`src/rtl/rom_bank_sched.sv`:
```
// rom_bank_sched: tracks the 56-state word time, captures each serial instruction
// and grants exactly one ROM bank the shared is line in every instruction window.
module rom_bank_sched #(
  parameter int NROM     = 8,
  parameter int RST_BANK = 0
) (
  input  logic            cph2,
  input  logic            nrst,
  input  logic            is,
  output logic [NROM-1:0] rom_oe,
  output logic [2:0]      bank,
  output logic            sync,
  output logic            word_start,
  output logic            sel_pend,
  output logic            bank_err
);
  localparam logic [5:0] CNT_LAST = 6'd55;
  localparam logic [2:0] RST_B    = 3'(RST_BANK);
  localparam logic [3:0] NROM_W   = 4'(NROM);

  logic [5:0] r_cnt;
  logic [9:0] r_ir;
  logic [2:0] r_bank, r_ret_bank, r_pend_bank;
  logic       r_sel_pend, r_bank_err;

  logic [2:0] w_bank_nxt, w_ret_nxt, w_pend_nxt, w_n;
  logic       w_sel_pend_nxt, w_err_nxt;
  logic       w_win, w_commit, w_n_ok;
  logic       w_jsb, w_gto, w_rtn, w_sel, w_dsel;

  assign w_win    = (r_cnt >= 6'd45) && (r_cnt <= 6'd54);
  assign w_commit = (r_cnt == CNT_LAST);
  assign w_n      = r_ir[9:7];
  assign w_n_ok   = ({1'b0, w_n} < NROM_W);

  assign w_jsb  = (r_ir[1:0] == 2'b01);
  assign w_gto  = (r_ir[1:0] == 2'b11);
  assign w_rtn  = (r_ir[1:0] == 2'b00) && (r_ir[5:2] == 4'b1100) && !r_ir[9];
  assign w_sel  = (r_ir[1:0] == 2'b00) && (r_ir[6:2] == 5'b10000);
  assign w_dsel = (r_ir[1:0] == 2'b00) && (r_ir[6:2] == 5'b10100);

  always_ff @(posedge cph2 or negedge nrst) begin
    if (!nrst) begin
      r_cnt       <= '0;
      r_ir        <= '0;
      r_bank      <= RST_B;
      r_ret_bank  <= RST_B;
      r_pend_bank <= '0;
      r_sel_pend  <= 1'b0;
      r_bank_err  <= 1'b0;
    end else begin
      r_cnt <= w_commit ? 6'd0 : r_cnt + 6'd1;
      // LSB arrives first, so shift in from the top
      if (w_win) r_ir <= {is, r_ir[9:1]};
      r_bank      <= w_bank_nxt;
      r_ret_bank  <= w_ret_nxt;
      r_pend_bank <= w_pend_nxt;
      r_sel_pend  <= w_sel_pend_nxt;
      r_bank_err  <= w_err_nxt;
    end
  end

  // Bank bookkeeping only moves on the 55->0 edge, so a grant never changes mid-window
  always_comb begin
    w_bank_nxt     = r_bank;
    w_ret_nxt      = r_ret_bank;
    w_pend_nxt     = r_pend_bank;
    w_sel_pend_nxt = r_sel_pend;
    w_err_nxt      = 1'b0;
    if (w_commit) begin
      if (w_sel && w_n_ok) begin
        w_bank_nxt     = w_n;
        w_sel_pend_nxt = 1'b0;
      end else if ((w_sel || w_dsel) && !w_n_ok) begin
        w_err_nxt = 1'b1;
      end else if (w_dsel) begin
        w_pend_nxt     = w_n;
        w_sel_pend_nxt = 1'b1;
      end else if ((w_jsb || w_gto) && r_sel_pend) begin
        w_bank_nxt     = r_pend_bank;
        w_sel_pend_nxt = 1'b0;
        if (w_jsb) w_ret_nxt = r_bank;
      end else if (w_jsb) begin
        w_ret_nxt = r_bank;
      end else if (w_rtn) begin
        w_bank_nxt = r_ret_bank;
      end
    end
  end

  always_comb begin
    rom_oe = '0;
    for (int k = 0; k < NROM; k++) begin
      if (w_win && (r_bank == 3'(k))) rom_oe[k] = 1'b1;
    end
    sync       = w_win;
    word_start = (r_cnt == 6'd0);
    bank       = r_bank;
    sel_pend   = r_sel_pend;
    bank_err   = r_bank_err;
  end
endmodule

```
`config.mk`:
```
export PLATFORM = sky130hd
export DESIGN_NAME = rom_bank_sched
export DESIGN_NICKNAME = d
export VERILOG_FILES = /design/src/rtl/rom_bank_sched.sv
export SDC_FILE = /design/constraint.sdc
export NUM_CORES = 1
export LEC_CHECK = 0
export ABC_CLOCK_PERIOD_IN_PS = 3400
export CORE_MARGIN = 2
export CORE_UTILIZATION = 45
export CTS_CLUSTER_SIZE = 16
export DETAILED_ROUTE_END_ITERATION = 12
export PLACE_DENSITY = 0.7
export SLEW_MARGIN = 20
export SYNTH_ARGS = -nofsm -noshare
export SYNTH_HDL_FRONTEND = slang
export SYNTH_SLANG_ARGS = --single-unit
```
`constraint.sdc`:
```
create_clock -name cph2 -period 3.4 [get_ports cph2]
set_input_delay 0.68 -clock cph2 [delete_from_list [all_inputs] [get_ports cph2]]
set_output_delay 0.68 -clock cph2 [all_outputs]
set_load 0.01 [all_outputs]
```
Yosys cells after proc, flatten, opt, wreduce, memory -nomap -nowiden

Cells that the tools add are included.

Flip-flop bits (word level): 26
Input port bits: 3
Word-level logic and storage cells: 68

Add/sub/neg operators: 1
Magnitude comparators: 2
Eq/ne operators: 15
Mux-type cells: 17
Bitwise logic cells: 2
Reduce and logical (&&, ||, !) cells: 25

Operators with widths:

| operator            | count |
|---|---|
| $mux 3              | 5 |
| $logic_and 1x1->1   | 14 |
| $eq 3x3->1 const B  | 4 |
| $mux 1              | 11 |
| $eq 5x5->1 const B  | 2 |
| $reduce_and 4->1    | 2 |
| $add 6x1->6 const B | 1 |
| $eq 3x2->1 const B  | 2 |
| $eq 6x6->1 const B  | 1 |
| $ge 6x6->1 const B  | 1 |
| $le 6x6->1 const B  | 1 |
| $logic_not 6->1     | 1 |
| $mux 6              | 1 |
| $reduce_bool 3->1   | 2 |
| $eq 4x4->1 const B  | 1 |
| $eq 3x1->1 const B  | 1 |
| $logic_not 3->1     | 1 |
| $ne 3x1->1 const B  | 1 |
| $reduce_and 3->1    | 1 |
| $eq 2x1->1 const B  | 1 |
| $eq 2x2->1 const B  | 1 |
| $logic_not 2->1     | 1 |
| $ne 2x2->1 const B  | 1 |
| $not 1->1           | 2 |
| other kinds (3)     | 3 |

Depth between registers and ports, before layout

Gate-level depths: netlist (run 1).

Depth after elaboration: 8
Depth in mapped cells: 8
Gate-level depth less buffers: 6

Worst setup path before layout (run 1)

OpenSTA, ideal clock, no wires.

Path type: reg2out
Start point: register r_cnt[0]
End point: output rom_oe[4]
Data arrival time: 1,695 ps
Data required time: 2,720 ps
Slack: 1,025 ps
Stages on the path, launching flop included: 9
Cell sequence: dfrtp_1 > inv_1 > ha_1 > nand2b_1 > nand4b_1 > a21boi_1 > buf_2 > buf_4 > nor4bb_1

Longest elaborated chain between the ends: 4
Elaborated cells between the ends (all ways): 5

Ends and longest elaborated chain:

| what                                            | RTL line | RTL |
|---|---|---|
| start, declared                                 | 21       | `logic [5:0] r_cnt;` |
| start signal, assigned                          | 52       | `r_cnt <= w_commit ? 6'd0 : r_cnt + 6'd1;` |
| $ge 6x6->1 / $le 6x6->1 (equally long branches) | 31       | `assign w_win = (r_cnt >= 6'd45) && (r_cnt <= 6'd54);` |
| $logic_and 1x1->1 (*)                           | 31       |  |
| via sync                                        | 12       | `output logic sync,` |
| $logic_and 1x1->1 (*)                           | 94       | `if (w_win && (r_bank == 3'(k))) rom_oe[k] = 1'b1;` |
| $mux 1 (*)                                      | 94       |  |
| end, declared                                   | 10       | `output logic [NROM-1:0] rom_oe,` |

The timed path passes the listed nets; every way through them passes the cells marked *.

Worst setup path in the final report (run 1)

Start point: register r_cnt[0]
End point: output rom_oe[4]

Longest elaborated chain between the ends: 4
Elaborated cells between the ends (all ways): 5

Ends and longest elaborated chain:

| what                                            | RTL line |
|---|---|
| $ge 6x6->1 / $le 6x6->1 (equally long branches) | 31 |
| $logic_and 1x1->1 (*)                           | 31 |
| $logic_and 1x1->1 (*)                           | 94 |
| $mux 1 (*)                                      | 94 |

Mark *: on every way between the ends. The rest lies on a longest branch, timed or not.

==> results of run 1 <==
==> synthesized netlist by cell type <==
cell type  number  area share [%]
nand3b_2        1            0.83
nor4_4          1             1.6
nand2_1         5             1.4
a21boi_1        2             1.1
nor2_1          7             1.9
o21ai_0         4             1.5
dfrtp_1        26              48
nand2b_1        1            0.46
buf_4           3             1.7
and4bb_2        1            0.92
buf_2           2            0.74
conb_1          1            0.28
a31oi_1         1            0.46
a211oi_2        1            0.92
xnor2_1         1            0.65
and3_1          2            0.92
nand4_1         1            0.46
mux2_1          1            0.83
nor3_2          1            0.74
mux2i_1         2             1.5
nand3_1         2            0.74
inv_1           3            0.83
mux2_2         22              18
and4b_1         3             2.2
and3b_1         1            0.65
nand4b_1        1            0.65
ha_1            4             3.7
or3_1           1            0.46
xor2_1          2             1.3
a21oi_1         1            0.37
and4_1          1            0.65
nand3b_1        2             1.1
nand2_2         1            0.46
nor2b_1         2            0.92
nor4bb_1        1            0.74
==> logic make-up (layout without fill, tap and decap cells) <==
logic type / count (synthesis) / count (layout) / synth area share, %
compound gates: 9 / 9 / 4.34
fa+ha+maj: 4 / 4 / 3.70
buf+inv: 8 / 25 / 3.23
other cells: 1 / 1 / 0.277
flops: 26 / 26 / 48.1
mux: 25 / 25 / 20.6
simple gates: 35 / 35 / 17.8
xor+xnor: 3 / 3 / 1.94
==> critical path, cell delays in order (launching register included) <==
cell	delay [ns]
dfrtp_1	0.46
inv_1	0.09
ha_1	0.21
nand2b_1	0.07
nand4b_1	0.11
a21boi_2	0.31
nor4bb_1	0.24
clkdlybuf4s50_1	0.59
==> sequential cells by signal (all words and copies together), names as in the netlist <==
name,count
r_pend_bank,3
r_cnt,6
r_ret_bank,3
sel_pend,1
r_ir,10
bank,3
==> cell type report <==
| class | instances | area [sq um] | area share [%] |
|---|---|---|---|
| clock buffers | 4 | 36.3 | 2.30 |
| inverters | 3 | 11.3 | 0.715 |
| multi-input cells | 77 | 663 | 42.1 |
| flip-flops and latches | 26 | 651 | 41.3 |
| well taps | 31 | 38.8 | 2.46 |
| repair buffers | 18 | 175 | 11.1 |
==> metal layers <==
metal  part of all wire, %  wire length, um
met5                     0                0
met4                  0.99               23
met3                   4.2               98
met2                    48             1120
met1                    47             1080
==> power groups by stage <==
stage	logic, mW	registers, mW	clock network, mW
after floorplan	0.00870	0.319	0
after global placement	0.0178	0.320	0
after detailed placement	0.0184	0.320	0
after CTS	0.0185	0.314	0.159
after global routing	0.0202	0.315	0.173
final	0.0178	0.314	0.156
==> worst max path at each step <==
stage,startpoint,to,slack (ns),cells after the start
after floorplan,r_cnt[0]$_DFF_PN0_,rom_oe[4],1.03,8
after global placement,r_cnt[0]$_DFF_PN0_,rom_oe[1],0.70,7
after detailed placement,r_cnt[0]$_DFF_PN0_,rom_oe[4],0.58,7
after CTS,r_cnt[0]$_DFF_PN0_,rom_oe[4],0.20,7
after global routing,r_cnt[0]$_DFF_PN0_,rom_oe[4],0.09,7
final,r_cnt[0]$_DFF_PN0_,rom_oe[4],0.31,7
==> metrics by stage <==
stage | hold slack [ns] | utilization, % | worst slack (ns)
2_1_floorplan | 0.384 | - | 1.03
3_3_place_gp | 0.484 | 54.7 | 0.703
3_5_place_dp | 0.490 | 54.7 | 0.579
4_1_cts | 0.525 | 56.0 | 0.203
5_1_grt | 0.549 | 56.2 | 0.0866
6_report | 0.518 | 56.2 | 0.306
==> summary.txt, run 1 <==
Status
  – Status: complete, but fails checks
  – Failing checks: design-rule violations

STA
  – Final hold violation count: 0
  – Final setup fails: 0
  – RSZ-0062 raised after global routing: false
  – Worst Skew: 0.00842 ns
  – Fin. max-slew vios: 0
  – Period utilization: 91.0%
  – Fmax achieved: 323 MHz
  – Minimum clock period: 3.09 ns
  – Setup tns final: 0 ns

Min path
  – Hold path start: r_pend_bank[0]$_DFFE_PN0P_
  – Hold path cells: 1
  – Hold worst-path end: r_pend_bank[0]$_DFFE_PN0P_
  – Hold WC Path Type: flip-flop to flip-flop

Place
  – Port buffer count: 16
  – Dpl cell area: 1540 sq um
  – Post-DP HPWL: 1.69 mm
  – Routability congestion estimate: 0.826
  – Post-Place Cells: 155

Critical path
  – Crit path kind: flip-flop to primary output
  – Cells on worst reg2reg path: 5
  – Max FO, Critical Path: 10
  – Worst path required time: 2.72 ns
  – CP endpoint kind: primary output
  – R2R Setup Slk: 1.39 ns
  – Worst R2R Start: r_cnt[0]$_DFF_PN0_
  – Startpoint type of the worst setup path: flip-flop
  – RR Endpoint: bank[1]$_DFFE_PN0P_
  – CP arrival: 2.41 ns

Run
  – Max cap viols: 0

Final layout
  – Area Growth Syn to Fin: 16.4%
  – # diodes: 0
  – Most frequent cells in the layout: dfrtp_1, mux2_2, clkdlybuf4s50_1, nor2_1, nand2_1
  – Fin nets: 136
  – Final Cell Area: 1580 sq um
  – Layout cell share with drive strength beyond 1: 27.3%
  – Most common cell after layout, fill and taps aside: dfrtp_1
  – Fin cells: 159
  – Fillers: 255

Pwr
  – Internal power: 385 uW
  – NetSw: 103 uW
  – Comb pwr share: 3.7%
  – Total power: 488 uW
  – Switching power share of the total: 21.1%
  – Clk pwr share: 32.0%
  – Leak pwr: 0.756 nW
  – Sequential power share: 64.4%
  – PwrDens: 310 nW/um^2
  – Peak supply drop: 0.000190 V

Clock tree
  – CTS buffer count: 3
  – Hold-fix buffer count after cts: 0
  – Clock Tree Root: clkbuf_4
  – Clock-pin slew on the worst setup and hold paths: 0.14 ns
  – Post-CTS Setup Bufs: 0
  – CTS resizes: 0
  – H-tree Lvls: 1
  – CTS max path bufs: 2
  – Clock insertion delay at the later pin of the skew report: 0.32 ns
  – CTS tree: built
  – Clock tree sinks: 26

Detailed routing
  – DR vias/cell: 5.67
  – Final WL: 2.32 mm
  – Antenna viol nets, final: 0
  – Drt wl/cell: 14.6 um
  – Router iterations before antenna repair: 8
  – DR DRC count: 4
  – Number of DRC markers in iteration 0: 56
  – Via count: 901

GRT
  – First-pass GRT wire length: 3.99 mm
  – Met2 usage: 24.0%
  – Met3 Usage GRT: 2.20%
  – M1 GR Usage: 20.4%
  – Initial antenna violation count: 0
  – Pin count of the biggest net entering global routing: 27
  – Top Usage Layer GRT: met2
  – Number of global-route vias before repair: 867
  – Overall Global Routing Usage: 15.1%
  – Grt ovf: 0

Floorplan
  – DIE HEIGHT: 58.9 um
  – Num rows: 19
  – Die area: 3460 sq um
  – IO Count: 18
  – Starting Density: 48.3%
  – Core region area: 2810 sq um
  – Die width: 58.9 um

Logic synthesis
  – Synth Cell Area: 1350 sq um
  – Unique masters post-synth: 35
  – Avg Cell Area, Syn: 12.2 sq um
  – Cells after Synth: 111
  – Register bit total from synthesis: 26
  – Syn. warnings: 0
  – Synthesized Nets: 118
  – Register area share after synthesis: 48.1%
No activity file was read; power rests on OpenSTA's default activity.
==> inputs of run 2 (changes only) <==
--- a/config.mk
+++ b/config.mk
@@ -8,9 +8,10 @@
 export ABC_CLOCK_PERIOD_IN_PS = 3400
 export CORE_MARGIN = 2
 export CORE_UTILIZATION = 45
+export CTS_CLUSTER_DIAMETER = 50
 export CTS_CLUSTER_SIZE = 16
 export DETAILED_ROUTE_END_ITERATION = 12
-export PLACE_DENSITY = 0.7
+export PLACE_DENSITY = 0.64
 export SLEW_MARGIN = 20
 export SYNTH_ARGS = -nofsm -noshare
 export SYNTH_HDL_FRONTEND = slang
==> summary.txt, run 2 (synthesis results as in run 1) <==
Floorplan
  – Die area: 3460 sq um (unchanged)
  – Core region area: 2810 sq um (unchanged)
  – Num rows: 19 (unchanged)
  – Starting Density: 48.3% (unchanged)
  – DIE HEIGHT: 58.9 um (unchanged)
  – IO Count: 18 (unchanged)
  – Die width: 58.9 um (unchanged)

Final layout
  – Area Growth Syn to Fin: 17.3%
  – Largest Register: r_ir
  – Fin cells: 159 (unchanged)
  – Most frequent cells in the layout: dfrtp_1, mux2_2, clkdlybuf4s50_1, nor2_1, nand2_1
  – Utilization after layout: 56.6% (+0.45 points)
  – Fillers: 270 (+5.9%)
  – Total area of multi-input combinational cells: 659 sq um (-0.57%)
  – Layout cell share with drive strength beyond 1: 26.6% (-0.78 points)
  – Top flop regs: r_ir x10, r_cnt x6
  – # diodes: 0 (unchanged)
  – Register area: 651 sq um (unchanged)
  – Most common cell after layout, fill and taps aside: dfrtp_1
  – Fin nets: 136 (unchanged)
  – Max reg flops: 10 (unchanged)

Place
  – Post-placement setup slack: 0.619 ns (+0.0396 ns)
  – Port buffer count: 16 (unchanged)
  – Post-DP HPWL: 1.75 mm (+3.7%)
  – Post-Place Cells: 155 (unchanged)
  – Routability congestion estimate: 0.756 (-8.5%)

GRT
  – Pin count of the biggest net entering global routing: 27 (unchanged)
  – Grt ovf: 0 (unchanged)
  – Initial antenna violation count: 0 (unchanged)
  – Number of global-route vias before repair: 910 (+5.0%)
  – First-pass GRT wire length: 4.13 mm (+3.6%)
  – Overall Global Routing Usage: 15.6% (+0.51 points)

Clock tree
  – CTS resizes: 0 (unchanged)
  – Clock-pin slew on the worst setup and hold paths: 0.15 ns (about the same)
  – Clock insertion delay at the later pin of the skew report: 0.33 ns (about the same)
  – Hold-fix buffer count after cts: 0 (unchanged)
  – Post-CTS Setup Bufs: 0 (unchanged)
  – CTS max path bufs: 2 (unchanged)
  – H-tree Lvls: 1 (unchanged)
  – Clock tree sinks: 26 (unchanged)
  – Clock Tree Root: clkbuf_4
  – CTS buffer count: 3 (unchanged)
  – CTS tree: built

Critical path
  – Critical-path cell with the highest stage delay: clkdlybuf4s50_1
  – Critical path origin: r_cnt[0]$_DFF_PN0_
  – Critical Path Stages: 7 (unchanged)
  – CP endpoint kind: primary output
  – RR Endpoint: r_ir[8]$_DFFE_PN0P_
  – Worst Path Buf+Inv: 2 (unchanged)
  – Worst path required time: 2.72 ns (about the same)
  – CP max stage delay: 0.53 ns (-0.06 ns)
  – CP arrival: 2.49 ns (+0.08 ns)
  – Crit path kind: flip-flop to primary output
  – CP delay by family, top: buffers and inverters
  – R2R Setup Slk: 1.32 ns (-0.07 ns)
  – Startpoint type of the worst setup path: flip-flop
  – Crit-path cells: inv_1 -> ha_1 -> nand2b_1 -> nand4b_1 -> a21boi_1 -> and4bb_2 -> clkdlybuf4s50_1
  – Max FO, Critical Path: 10 (unchanged)
  – Cells on worst reg2reg path: 7 (+2)
  – End of the critical path: rom_oe[1]
  – Worst R2R Start: r_cnt[0]$_DFF_PN0_

Status
  – Status: complete, but fails checks
  – Failing checks: design-rule violations

STA
  – Fmax achieved: 315 MHz (-2.5%)
  – Minimum clock period: 3.17 ns (+0.0794 ns)
  – Final worst slack: 0.227 ns (-0.0794 ns)
  – Period utilization: 93.3% (+2.3 points)
  – Worst Tran Pin Value: 0.501 ns
  – Final setup fails: 0 (unchanged)
  – Worst Skew: 0.0174 ns (+0.00894 ns)
  – Final hold violation count: 0 (unchanged)
  – Setup tns final: 0 ns (unchanged)
  – Fin. max-slew vios: 0 (unchanged)
  – Relative slew slack: 66.5%
  – RSZ-0062 raised after global routing: false

Min path
  – Hold path cells: 1 (unchanged)
  – Hold WC Path Type: flip-flop to flip-flop

Pwr
  – Leak pwr: 0.762 nW (+0.78%)
  – Peak supply drop: 0.000190 V (-0.25%)
  – PwrDens: 344 nW/um^2 (+11%)
  – Total power: 546 uW (+12%)

Detailed routing
  – Router iterations before antenna repair: 8 (unchanged)
  – DR vias/cell: 5.63 (-0.67%)
  – Number of DRC markers in iteration 0: 37 (-34%)
  – Final WL: 2.37 mm (+2.4%)
  – Drt wl/cell: 14.9 um (+2.4%)
  – Via count: 895 (-0.67%)
  – DR DRC count: 3 (-1)
  – Antenna viol nets, final: 0 (unchanged)

Run
  – Max cap viols: 0 (unchanged)
## run 2: stage by stage
stage	instance area, sq um	hold slack, ns
CTS	1590	0.521
floorplan	1350	0.384
detailed placement	1540	0.490
finish	1590	0.519
global route	1590	0.558
global placement	1540	0.484
## run 2: cell type report
type | instances | share of cell area, %
Clock buffer | 3 | 1.42
Multi-Input combinational cell | 77 | 41.5
Timing Repair Buffer | 18 | 11.0
Inverter | 3 | 0.709
Clock inverter | 1 | 1.89
Tap cell | 31 | 2.44
Sequential cell | 26 | 41.0
## run 2: per-layer routing
metal / track usage [%] / part of all wire [%] / vias to the layer above
met2: 26.2 / 49 / 23
met1: 20.7 / 45 / 440
li1: - / - / 427
met4: 5.52 / 1.5 / 0
met3: 1.98 / 4.9 / 5
met5: 0 / 0 / -
## run 2: worst register-to-register path: cells and delay by family, from the launching register on
family                   cells  cell delay, ns
AO/OA/AOI/OAI                1            0.42
adder cells (fa/ha/maj)      1            0.21
buffers and inverters        2            0.38
flip-flops                   1            0.45
multiplexers                 1            0.35
AND/OR/NAND/NOR              2            0.17
## run 2: where the power goes
group	switching [mW]	total (mW)	internal (mW)
clock	0.0951	0.214	0.119
combinational	0.00994	0.0177	0.00775
sequential	0.00206	0.314	0.312
## run 2: worst min-delay path by stage
stage / to / from
after floorplan: bank[0]$_DFFE_PN0P_ / nrst
after global placement: r_pend_bank[0]$_DFFE_PN0P_ / r_pend_bank[0]$_DFFE_PN0P_
after detailed placement: r_pend_bank[0]$_DFFE_PN0P_ / r_pend_bank[0]$_DFFE_PN0P_
after CTS: r_pend_bank[0]$_DFFE_PN0P_ / r_pend_bank[0]$_DFFE_PN0P_
after global routing: r_pend_bank[1]$_DFFE_PN0P_ / r_pend_bank[1]$_DFFE_PN0P_
final: r_pend_bank[0]$_DFFE_PN0P_ / r_pend_bank[0]$_DFFE_PN0P_
==> inputs of run 3 (changes only) <==
--- a/config.mk
+++ b/config.mk
@@ -16,3 +16,4 @@
 export SYNTH_ARGS = -nofsm -noshare
 export SYNTH_HDL_FRONTEND = slang
 export SYNTH_SLANG_ARGS = --single-unit
+export TNS_END_PERCENT = 5
==> results of run 3 <==
Same layout as run 2: the final DEF is identical, and so are final timing and power.
